### src/rtl/oflow_iou_best_match.sv
// rtl/oflow_iou_best_match.sv - scans history bboxes and keeps the minimum IoU distance candidate
module oflow_iou_best_match #(
    parameter int IOU_LEN  = 11,
    parameter int MAX_HIST = 8,
    parameter int IDX_W    = $clog2(MAX_HIST),
    parameter int CNT_W    = $clog2(MAX_HIST + 1),
    parameter int TIMEOUT  = 15
) (
    input  logic               clk,
    input  logic               reset_N,
    input  logic               start,
    input  logic [CNT_W-1:0]   num_hist,
    input  logic [IOU_LEN-1:0] iou_threshold,
    output logic               calc_start,
    output logic [IDX_W-1:0]   hist_idx,
    input  logic               valid_iou,
    input  logic [IOU_LEN-1:0] iou,
    output logic               busy,
    output logic               done,
    output logic [IDX_W-1:0]   best_idx,
    output logic [IOU_LEN-1:0] best_iou,
    output logic               match_found,
    output logic               timeout_err
);

    localparam int WD_W = $clog2(TIMEOUT + 1);

    typedef enum logic [1:0] {
        S_IDLE,
        S_ISSUE,
        S_WAIT,
        S_DONE
    } state_t;

    state_t             state_q, state_d;
    logic [CNT_W-1:0]   num_q, num_d;
    logic [IOU_LEN-1:0] thr_q, thr_d;
    logic [IDX_W-1:0]   hist_idx_q, hist_idx_d;
    logic [IDX_W-1:0]   best_idx_q, best_idx_d;
    logic [IOU_LEN-1:0] best_iou_q, best_iou_d;
    logic               got_any_q, got_any_d;
    logic               match_q, match_d;
    logic               tout_q, tout_d;
    logic [WD_W-1:0]    wd_q, wd_d;
    logic               advance;
    logic               last_cand;

    // The candidate in flight is the last one when idx+1 reaches the latched count.
    assign last_cand = (CNT_W'(hist_idx_q) + CNT_W'(1)) >= num_q;

    // Next-state, scan bookkeeping and best-candidate tracking.
    always_comb begin
        state_d    = state_q;
        num_d      = num_q;
        thr_d      = thr_q;
        hist_idx_d = hist_idx_q;
        best_idx_d = best_idx_q;
        best_iou_d = best_iou_q;
        got_any_d  = got_any_q;
        match_d    = match_q;
        tout_d     = tout_q;
        wd_d       = wd_q;
        advance    = 1'b0;

        case (state_q)
            S_IDLE: begin
                if (start) begin
                    num_d      = num_hist;
                    thr_d      = iou_threshold;
                    hist_idx_d = '0;
                    best_idx_d = '0;
                    best_iou_d = '1;
                    got_any_d  = 1'b0;
                    tout_d     = 1'b0;
                    match_d    = 1'b0;
                    if (num_hist == '0) begin
                        state_d = S_DONE;
                    end else begin
                        state_d = S_ISSUE;
                    end
                end
            end
            S_ISSUE: begin
                wd_d    = '0;
                state_d = S_WAIT;
            end
            S_WAIT: begin
                // A result in the expiry cycle wins over the watchdog.
                if (valid_iou) begin
                    advance   = 1'b1;
                    got_any_d = 1'b1;
                    if (!got_any_q || (iou < best_iou_q)) begin
                        best_iou_d = iou;
                        best_idx_d = hist_idx_q;
                    end
                end else if (wd_q == WD_W'(TIMEOUT - 1)) begin
                    advance = 1'b1;
                    tout_d  = 1'b1;
                end else begin
                    wd_d = wd_q + WD_W'(1);
                end

                if (advance) begin
                    if (last_cand) begin
                        state_d = S_DONE;
                        match_d = got_any_d && (best_iou_d <= thr_q);
                    end else begin
                        hist_idx_d = hist_idx_q + IDX_W'(1);
                        state_d    = S_ISSUE;
                    end
                end
            end
            S_DONE: begin
                state_d = S_IDLE;
            end
            default: begin
                state_d = S_IDLE;
            end
        endcase
    end

    // State and datapath registers with asynchronous active-high reset.
    always_ff @(posedge clk or posedge reset_N) begin
        if (reset_N) begin
            state_q    <= S_IDLE;
            num_q      <= '0;
            thr_q      <= '0;
            hist_idx_q <= '0;
            best_idx_q <= '0;
            best_iou_q <= '0;
            got_any_q  <= 1'b0;
            match_q    <= 1'b0;
            tout_q     <= 1'b0;
            wd_q       <= '0;
        end else begin
            state_q    <= state_d;
            num_q      <= num_d;
            thr_q      <= thr_d;
            hist_idx_q <= hist_idx_d;
            best_idx_q <= best_idx_d;
            best_iou_q <= best_iou_d;
            got_any_q  <= got_any_d;
            match_q    <= match_d;
            tout_q     <= tout_d;
            wd_q       <= wd_d;
        end
    end

    assign calc_start  = (state_q == S_ISSUE);
    assign busy        = (state_q != S_IDLE);
    assign done        = (state_q == S_DONE);
    assign hist_idx    = hist_idx_q;
    assign best_idx    = best_idx_q;
    assign best_iou    = best_iou_q;
    assign match_found = match_q;
    assign timeout_err = tout_q;

endmodule

### config.mk
export PLATFORM = sky130hd
export DESIGN_NAME = oflow_iou_best_match
export DESIGN_NICKNAME = d
export VERILOG_FILES = /design/src/rtl/oflow_iou_best_match.sv
export SDC_FILE = /design/constraint.sdc
export NUM_CORES = 1
export LEC_CHECK = 0
export ABC_AREA = 1
export BUFFER_PORTS_ARGS = -buffer_cell sky130_fd_sc_hd__buf_4
export CAP_MARGIN = 0
export CORE_MARGIN = 2
export CORE_UTILIZATION = 55
export DETAILED_ROUTE_END_ITERATION = 16
export PLACE_DENSITY = 0.78
export RECOVER_POWER = 25
export SKIP_LAST_GASP = 1
export SLEW_MARGIN = 20
export SYNTH_ARGS = -nofsm -noshare
export SYNTH_HDL_FRONTEND = slang
export SYNTH_SLANG_ARGS = --single-unit
### constraint.sdc
create_clock -name clk -period 3.3 [get_ports clk]
set_clock_uncertainty 0.2 [all_clocks]
set_input_delay 0.33 -clock clk [delete_from_list [all_inputs] [get_ports clk]]
set_output_delay 0.33 -clock clk [all_outputs]
set_load 0.02 [all_outputs]
==> key figures, run 1 <==
Timing
  • Slew HR: around 30%
  • Final min period: roughly 3 ns
  • Slew @ Worst Pin: 1.04 ns
  • Final Hold Vio Count: 0
  • Fin. max-slew vios: 0
  • Setup WS post-layout: 0.363 ns
  • Hold slack: just under 0.04 ns
  • Fin crit share: between 80% and 90%
  • Setup-failing EPs final: 0
  • Setup TNS after final layout: 0 ns
  • Top achievable clock speed: 341 MHz
  • RSZ-0062 raised after global routing: no

Power
  • Cell Pwr Density: 810 nW/um2
  • Comb power frac: 54.5%
  • Lkg Pwr: between 0.0015 and 0.002 uW
  • Clock power share: roughly an eighth
  • Peak supply drop: about 0.43 mV
  • Switching portion of total power: between 40% and 50%
  • Net Switching: about 1200 uW
  • Register share of total power: 32.6%
  • P_int: 1370 uW

Synth
  • List of most frequent post-synthesis cells: nand2_1 (112), inv_1 (53), dfrtp_1 (41), nand3_1 (29), ha_1 (28)
  • Netlist cell types: 31
  • Synth area leader: dfrtp_1
  • Fraction of registers with async set/reset: 100%
  • Most frequent cell after synthesis: nand2_1
  • Syn_nets: 406
  • Sequential share of the synthesized area: between 30% and 40%
  • Post-synth top area share: between 30% and 40%
  • Post-synth EDFFs: 0
  • Syn avg cell area: 7.55 um2
  • Yosys warns: 0
  • Cells after Synth: about 350
  • Top FF cell, synth: dfrtp_1
  • Yosys reg bits: 41
  • Top cells by area, synth: dfrtp_1 (39%), nand2_1 (16%), ha_1 (13%)
  • Mapped cell area: roughly 2600 um2

Floorplanning
  • Initial Util: between 50% and 60%
  • Io pins: 52
  • Row cnt: 25
  • Die area: between 5000 and 6000 um2
  • Die Width: approximately 73 um
  • Core Area: between 4000 and 5000 um2
  • Die height: roughly 73 um

Clock tree
  • Root buffer cell: clkbuf_8
  • H-tree levels: 2
  • Worst-Skew Late Latency: 0.30 ns
  • Clk sinks: 41
  • Max Buffers Root-to-Sink: 2
  • Clock transition at path regs: 0.08 ns
  • TritonCTS buffer count: 5
  • TritonCTS clock tree: built

Status
  • Run status: finished clean

Finish
  • Finished Cell Area: between 3000 and 4000 um2
  • Final net count: 460
  • Number of fill cells: around 420
  • Area Growth Syn to Fin: 19.5%
  • Layout cells sized above 1: a little under a fifth
  • N_diodes: 0
  • Finished Layout Cells: between 400 and 500

Critical path
  • Crit path DAT: 2.93 ns
  • Critical path launch point: best_iou[10]$_DFFE_PP0P_
  • Slowest CP cell: dfrtp_1
  • R2r setup slk: around 0.36 ns
  • Most frequent CP cell: nand2_1
  • Req. time, crit path: ~3.3 ns
  • Worst setup EP type: register
  • CP Launch Type: register
  • Kind of critical path: reg -> reg
  • CP cell instances: inv_1 -> ha_1 -> nand2_1 -> inv_1 -> nand2_1 -> nor2_1 -> nand2_1 -> nand3_1 -> nand2_1 -> nand2_1 -> nand2_1 -> nand2_1 -> ha_1 -> nand2_1 -> nor2_1 -> nand3_1 -> o2111ai_1 -> nand2_1 -> nand2_1 -> nand2_1
  • Crit path max fanout: 11
  • CP max stage delay: 0.38 ns
  • R2r startpoint: best_iou[10]$_DFFE_PP0P_

Flow run
  • MaxCap Viol Count: 0

Place
  • Setup WS pre-CTS: 0.362 ns
  • Dpl cells: 448
  • I/O Buffers: 51
  • Routability-driven placement congestion ratio: between 0.9 and 1
  • Dpl hpwl: 4140 um
  • Dpl cell area: 3060 um2

Min path
  • Hold path start: iou_threshold[1]
  • Hold WC Path Type: in -> reg

Global route
  • First-pass GRT wire length: roughly 9200 um
  • Antenna violations before repair: 0
  • Grt ovf: 0
  • GR Util All Layers: between 20% and 30%
  • Largest net degree at the start of global routing: 42
  • Vias in the first global route: about 2100

Route
  • Wirelength per Cell: approximately 12 um
  • DR vias: ~2300
  • Total wire length: 5540 um
  • Post-DRT Antenna Nets: 0
  • First drt pass iteration count: 4
  • DRC: 0
  • Initial DRC count: 114
  • Avg Vias per Cell: 5.09
==> flip-flops by register name, indices dropped and copies added, names as in the netlist <==
register and cells:
wd_q 4, thr_q 11, best_iou 11, got_any_q 1, hist_idx 3, best_idx 3, state_q 2, num_q 4
match_found 1, timeout_err 1
==> timing repair <==
| action | CTS | global route |
|---|---|---|
| resized for setup | 0 | 0 |
| hold buffers | 1 | 0 |
| buffers inserted | 0 | 0 |
| endpoints found under the hold margin | 21 | 0 |
==> cell usage in the layout, fill, tap and decap left out, types with 2 or more instances in the layout <==
master / instances
o21ai_0: 15
nor2_1: 8
inv_2: 6
nand4_1: 4
nor2_4: 2
buf_4: 49
a21oi_1: 12
o21ai_1: 8
xnor2_1: 2
inv_1: 53
dfrtp_1: 41
clkinv_2: 2
nand2_1: 112
nor2_2: 3
clkbuf_1: 4
clkbuf_8: 5
o31ai_1: 2
nand3_1: 29
ha_1: 28
nand3_2: 2
==> critical path, delay by kind of cell, from the launching register on <==
kind                     cells  cell delay, ns
AND/OR/NAND/NOR             15            1.47
buffers and inverters        2            0.11
adder cells (fa/ha/maj)      2            0.59
AO/OA/AOI/OAI                1            0.09
flip-flops                   1            0.38
==> worst paths after layout <==
check / to / cells past startpoint
max: match_found$_DFFE_PP0P_ / 20
max in group asynchronous: thr_q[3]$_DFFE_PP0P_ / 4
min reg2reg: best_idx[2]$_DFFE_PP0P_ / 2
min: thr_q[1]$_DFFE_PP0P_ / 3
max reg2reg: match_found$_DFFE_PP0P_ / 20
min in group asynchronous: best_iou[8]$_DFFE_PP0P_ / 4
==> final cells by class <==
type | count | area [um2] | share of cell area [%]
clock inverter | 3 | 17.5 | 0.558
multi-input combinational | 239 | 1330 | 42.4
clock buffer | 5 | 68.8 | 2.19
inverter | 59 | 221 | 7.05
timing repair buffer | 56 | 405 | 12.9
tap | 54 | 67.6 | 2.15
sequential | 41 | 1030 | 32.7
==> power by group through the flow <==
stage | clock network [uW] | registers, uW | logic [uW]
after floorplan | 0 | 893 | 930
after global placement | 0 | 832 | 1360
after detailed placement | 0 | 834 | 1400
after CTS | 334 | 827 | 1410
after global routing | 353 | 850 | 1600
final | 329 | 828 | 1390
==> cells by family (layout without fill, tap and decap cells) <==
| logic type | Yosys count | count (layout) | synth area share, % |
|---|---|---|---|
| simple gates | 166 | 166 | 27.3 |
| buf+inv | 68 | 123 | 10.3 |
| compound gates | 43 | 43 | 9.33 |
| flops | 41 | 41 | 39.0 |
| fa+ha+maj | 28 | 28 | 13.3 |
| xor+xnor | 2 | 2 | 0.667 |
==> through the flow <==
step	utilization, %	total power (uW)
floorplan	-	1820
global placement	65.7	2190
detailed placement	65.7	2230
CTS	67.7	2570
global route	67.4	2800
finish	67.4	2540
==> routing by layer <==
layer  share of wire, %  GRT usage [%]
met2                 47           35.1
met5                  0              0
met3                5.1           4.70
met4               0.88           5.56
met1                 47           31.3
(Power assumes the default switching activity.)
==> run 2: changes to the inputs <==
--- a/config.mk
+++ b/config.mk
@@ -9,9 +9,9 @@
 export BUFFER_PORTS_ARGS = -buffer_cell sky130_fd_sc_hd__buf_4
 export CAP_MARGIN = 0
 export CORE_MARGIN = 2
-export CORE_UTILIZATION = 55
+export CORE_UTILIZATION = 50
 export DETAILED_ROUTE_END_ITERATION = 16
-export PLACE_DENSITY = 0.78
+export PLACE_DENSITY = 0.74
 export RECOVER_POWER = 25
 export SKIP_LAST_GASP = 1
 export SLEW_MARGIN = 20
==> constraint.sdc (replaced) <==
create_clock -name clk -period 2.6 [get_ports clk]
set_clock_uncertainty 0.2 [all_clocks]
set_input_delay 0.26 -clock clk [delete_from_list [all_inputs] [get_ports clk]]
set_output_delay 0.26 -clock clk [all_outputs]
set_load 0.02 [all_outputs]
==> key figures, run 2 (synthesis gave the netlist of run 1 again) <==
Status
  • Run status: finished with violations
  • Failing checks: negative setup slack

Power
  • Cell Pwr Density: ~1100 nW/um2
  • Peak supply drop: 0.603 mV
  • Lkg Pwr: about 0.0021 uW

Finish
  • Most common cell after layout, fill and taps aside: buf_4
  • Multi-input logic area: 1810 um2
  • Most frequent cells in the layout: buf_4 (87), nand2_1 (81), inv_1 (44)
  • FF+latch area: between 1000 and 1500 um2
  • Finished Cell Area: 4140 um2
  • Final net count: slightly above 500
  • N_diodes: 0
  • Core Util, Final: between 80% and 90%
  • Area Growth Syn to Fin: 57.7%
  • Number of fill cells: between 200 and 300
  • Layout cells sized above 1: between 40% and 50%

Global route
  • Largest net degree at the start of global routing: 42
  • Grt ovf: 0
  • Vias in the first global route: around 2800
  • First-pass GRT wire length: between 10000 and 15000 um
  • GR Util All Layers: between 20% and 30%
  • Antenna violations before repair: 0

Critical path
  • CP max stage delay: around 0.43 ns
  • R2r setup slk: -0.40 ns
  • Kind of critical path: reg -> reg
  • Most frequent CP cell: nand2_1
  • Crit path DAT: between 3 and 4 ns
  • CP Buf/Inv Count: 3
  • CP cell instances: inv_2 -> ha_4 -> nand2_1 -> inv_1 -> nand2_1 -> nand2_1 -> nand2_1 -> nand3_2 -> nand2_4 -> nand2_4 -> buf_12 -> nand2_4 -> nand2_4 -> ha_4 -> a21oi_2 -> o21ai_2 -> nand2_1 -> o2111ai_2 -> nand2_1 -> nand2_1 -> nand2_1
  • Crit path max fanout: 7
  • Req. time, crit path: about 2.7 ns
  • Slowest CP cell: dfrtp_2
  • RR Endpoint: match_found$_DFFE_PP0P_
  • Worst setup EP type: register
  • Delay-heaviest family, CP: simple AND/OR/NAND/NOR gates
  • CP Launch Type: register
  • R2r startpoint: best_iou[2]$_DFFE_PP0P_
  • R2R depth: 21

Timing
  • Top achievable clock speed: ~330 MHz
  • Setup-failing EPs final: 4
  • Fin crit share: 115%
  • Fin. max-slew vios: 0
  • Slew HR: between 20% and 30%
  • RSZ-0062 raised after global routing: yes
  • Slew @ Worst Pin: about 1.1 ns
  • Final min period: ~3.0 ns
  • Setup WS post-layout: -0.397 ns
  • Final Hold Vio Count: 0

Route
  • Initial DRC count: roughly 240
  • Post-DRT Antenna Nets: 0
  • Wirelength per Cell: approximately 18 um
  • First drt pass iteration count: 5
  • Total wire length: approximately 9400 um
  • Avg Vias per Cell: 5.54
  • DR vias: 2917
  • DRC: 0

Floorplanning
  • Row cnt: 26
  • Initial Util: between 50% and 60%
  • Die Width: ~76 um
  • Core Area: around 5000 um2
  • Die area: approximately 5900 um2
  • Io pins: 52
  • Die height: 76.5 um

Clock tree
  • H-tree levels: 2
  • Root buffer cell: clkbuf_8
  • TritonCTS clock tree: built
  • Worst-Skew Late Latency: 0.31 ns
  • TritonCTS buffer count: 5
  • Max Buffers Root-to-Sink: 2
  • Clk sinks: between 40 and 50
  • Clock transition at path regs: approximately 0.090 ns

Place
  • Dpl cell area: between 3000 and 4000 um2
  • I/O Buffers: between 50 and 60
  • Dpl hpwl: 4750 um
  • Routability-driven placement congestion ratio: around 0.83

Min path
  • Hold Crit Endpoint: thr_q[5]$_DFFE_PP0P_
  • Hold path start: iou_threshold[5]
  • Hold WC Path Type: in -> reg
  • Worst hold stages: 3

Flow run
  • MaxCap Viol Count: 0
## run 2: cell count changes in the layout (fill, tap and decap cells not counted), sizes merged
cell and change:
buf +41, dlygate4sd3 +14, clkinv +1, clkinvlp -1, clkbuf -1
## run 2: what timing repair did
action,CTS,global route
endpoints found under the setup margin,1,4
resized for setup,74,33
cloned,0,1
hold buffers,14,1
endpoints found under the hold margin,54,1
pin swaps,27,13
setup buffers,12,1
## run 2: worst reg2reg max path, delay by kind of cell, from the launching register on
family | cells | cell delay (ns)
AOI/OAI and AO/OA | 3 | 0.37
DFF | 1 | 0.43
and+or+nand+nor | 13 | 1.15
adders and majority gates | 2 | 0.46
buffers and inverters | 3 | 0.33
## run 2: area by class of cell
cell class / count / area share (%)
clock inverters: 3 / 0.543
well taps: 70 / 2.11
clock buffers: 5 / 1.66
multi-input cells: 239 / 43.8
repair buffers: 110 / 21.6
inverters: 59 / 5.34
flip-flops and latches: 41 / 25.0
## run 2: through the flow
stage / power [uW] / setup TNS [ns] / cells / worst slack, ns / hold slack, ns
after floorplan: 2330 / 0 / 348 / 0.000458 / 0.177
after global placement: 2970 / -0.104 / 490 / -0.104 / 0.226
after detailed placement: 3050 / -0.169 / 490 / -0.169 / 0.232
after CTS: 4070 / -0.0213 / 524 / -0.0213 / 0.00117
after global routing: 4830 / -1.36 / 527 / -0.446 / 0.0121
final: 4580 / -1.04 / 527 / -0.397 / 0.0103
## run 2: worst max-delay path by stage
| stage | start | to | slack (ns) | depth (start not counted) |
|---|---|---|---|---|
| floorplan | best_iou[10]$_DFFE_PP0P_ | match_found$_DFFE_PP0P_ | 0.0005 | 18 |
| global placement | best_iou[10]$_DFFE_PP0P_ | match_found$_DFFE_PP0P_ | -0.10 | 18 |
| detailed placement | best_iou[10]$_DFFE_PP0P_ | match_found$_DFFE_PP0P_ | -0.17 | 18 |
| CTS | best_iou[10]$_DFFE_PP0P_ | match_found$_DFFE_PP0P_ | -0.02 | 21 |
| global route | best_iou[2]$_DFFE_PP0P_ | match_found$_DFFE_PP0P_ | -0.45 | 21 |
| finish | best_iou[2]$_DFFE_PP0P_ | match_found$_DFFE_PP0P_ | -0.40 | 21 |
## run 2: where the power goes
part / total, uW / internal [uW] / switching (uW) / leakage, uW
clock network: 451 / 191 / 260 / 0.0000481
registers: 1080 / 889 / 190 / 0.000491
logic: 3050 / 1310 / 1740 / 0.00158
total: 4580 / 2390 / 2190 / 0.00212
## run 2: metal layers
metal  GRT usage, %  up-vias  routed length (um)
met2           52.1      179                4630
met3           4.50       61                 656
li1               -     1320                   -
met1           33.9     1357                3520
met5              0        -                   0
met4           14.7        0                 555
==> run 3: changes to the inputs <==
==> constraint.sdc (replaced) <==
create_clock -name clk -period 2.6 [get_ports clk]
set_clock_uncertainty 0.2 [all_clocks]
set_input_delay 0.26 -clock clk [delete_from_list [all_inputs] [get_ports clk]]
set_output_delay 0.26 -clock clk [all_outputs]
set_load 0.1 [all_outputs]
==> key figures, run 3 (synthesis gave the netlist of run 1 again) <==
Critical path
  • Crit path DAT: ~2.9 ns
  • Worst setup EP type: register
  • RR Endpoint: match_found$_DFFE_PP0P_
  • Crit path max fanout: 6
  • Req. time, crit path: ~2.7 ns
  • CP Launch Type: register
  • R2r startpoint: best_iou[10]$_DFFE_PP0P_
  • R2R depth: 17
  • Kind of critical path: reg -> reg
  • R2r setup slk: -0.19 ns

Timing
  • RSZ-0062 raised after global routing: yes
  • Slew @ Worst Pin: approximately 1.0 ns
  • Fin. max-slew vios: 0
  • Final min period: approximately 2.8 ns
  • Top achievable clock speed: roughly 360 MHz
  • Slew HR: approximately 30%
  • Fin crit share: 107%
  • Setup-failing EPs final: 1
  • Setup TNS after final layout: -0.194 ns
  • Setup WS post-layout: -0.194 ns
  • Final Hold Vio Count: 0

Floorplanning
  • Initial Util: about 52%
  • Core Area: just over 5000 um2
  • Die area: approximately 5900 um2
  • Io pins: 52
  • Row cnt: 26
  • Die Width: 76.5 um
  • Die height: ~76 um

Global route
  • Largest net degree at the start of global routing: 42
  • Antenna violations before repair: 0
  • First-pass GRT wire length: between 10000 and 15000 um
  • Vias in the first global route: 2503
  • Grt ovf: 0
  • GR Util All Layers: 24.0%

Clock tree
  • TritonCTS buffer count: 5
  • H-tree levels: 2
  • Clock transition at path regs: 0.09 ns
  • Clk sinks: 41
  • Max Buffers Root-to-Sink: 2
  • Worst-Skew Late Latency: a little over 0.3 ns
  • TritonCTS clock tree: built
  • Root buffer cell: clkbuf_8

Route
  • First drt pass iteration count: 5
  • Post-DRT Antenna Nets: 0
  • Total wire length: 7290 um
  • Max Used Layer: met4
  • DR vias: 2649
  • Met3 routed WL: about 350 um
  • DR WL met2: between 3000 and 4000 um
  • Initial DRC count: between 150 and 200
  • DRC: 0
  • Met1 wire length: about 3000 um
  • Wirelength per Cell: roughly 14 um
  • Avg Vias per Cell: roughly 5.1

Min path
  • Hold path start: iou_threshold[2]
  • Hold WC Path Type: in -> reg
  • Hold Crit Endpoint: thr_q[2]$_DFFE_PP0P_
  • Worst hold stages: 3

Place
  • Dpl hpwl: 4740 um
  • Routability-driven placement congestion ratio: a little under 0.9
  • I/O Buffers: 51

Status
  • Run status: finished with violations
  • Failing checks: negative setup slack

Power
  • Cell Pwr Density: between 1000 and 1500 nW/um2
  • Peak supply drop: roughly 1.3 mV
  • Lkg Pwr: around 0.002 uW

Finish
  • Core Util, Final: 77.5%
  • N_diodes: 0
  • Final net count: around 500
  • Most common cell after layout, fill and taps aside: nand2_1
  • Area Growth Syn to Fin: 49.6%
  • Most frequent cells in the layout: nand2_1 (94), buf_4 (80), inv_1 (41)
  • Layout cells sized above 1: 38.9%

Flow run
  • MaxCap Viol Count: 0
-- run 3: how the worst max path moves through the flow --
stage	from	endpoint	slack (ns)	cells past startpoint
detailed placement	best_iou[10]$_DFFE_PP0P_	match_found$_DFFE_PP0P_	-0.17	17
global placement	best_iou[10]$_DFFE_PP0P_	match_found$_DFFE_PP0P_	-0.13	17
floorplan	best_iou[9]$_DFFE_PP0P_	match_found$_DFFE_PP0P_	-0.13	21
CTS	best_iou[9]$_DFFE_PP0P_	match_found$_DFFE_PP0P_	-0.06	20
global route	best_iou[2]$_DFFE_PP0P_	match_found$_DFFE_PP0P_	-0.38	20
finish	best_iou[10]$_DFFE_PP0P_	match_found$_DFFE_PP0P_	-0.19	17
-- run 3: cell type report --
class,count,area [um2]
Fill cell,366,1140
Multi-Input combinational cell,240,1640
Tap cell,70,87.6
Clock inverter,2,37.5
Sequential cell,41,1060
Clock buffer,6,82.6
Inverter,59,231
Timing Repair Buffer,99,786
-- run 3: what timing repair did --
action,4_1_cts,5_1_grt
hold buffers,15,0
pin swaps,2,20
endpoints found under the setup margin,1,1
resized for setup,5,37
gates cloned,2,0
endpoints found under the hold margin,55,0
setup buffers,0,3
-- run 3: worst max-delay path, cell delays in order, from the launching register on --
cell	delay, ns
dfrtp_4	0.50
inv_4	0.07
ha_4	0.21
a21o_1	0.16
nor2_2	0.13
nand3_2	0.12
nand2_4	0.16
nand2_8	0.11
nand2_4	0.09
nand2_1	0.06
ha_1	0.32
a21oi_1	0.17
o21ai_1	0.09
nand2_1	0.08
o2111ai_1	0.12
nand2_1	0.07
nand2_1	0.04
nand2_1	0.05
-- run 3: per-layer routing --
metal  global-route usage (%)  up-vias
li1                         -     1299
met3                     4.98       17
met4                     7.09        0
met5                        0        -
met2                     41.2       99
met1                     30.6     1234
-- run 3: stage by stage --
stage	cell area, um2	instances	hold WS (ns)	total power [uW]	worst slack [ns]
finish	3930	517	0.00129	4740	-0.194
global placement	3430	489	0.229	3800	-0.127
CTS	3730	514	0.00673	4470	-0.0614
global route	3930	517	0.0202	5070	-0.378
floorplan	2800	348	0.177	3130	-0.128
detailed placement	3430	489	0.233	3870	-0.169
-- run 3: where the power goes --
part           switching [uW]  internal (uW)  total (uW)
Combinational            2080           1020        3110
Sequential                171            916        1090
Clock                     238            312         551
Total                    2490           2250        4740
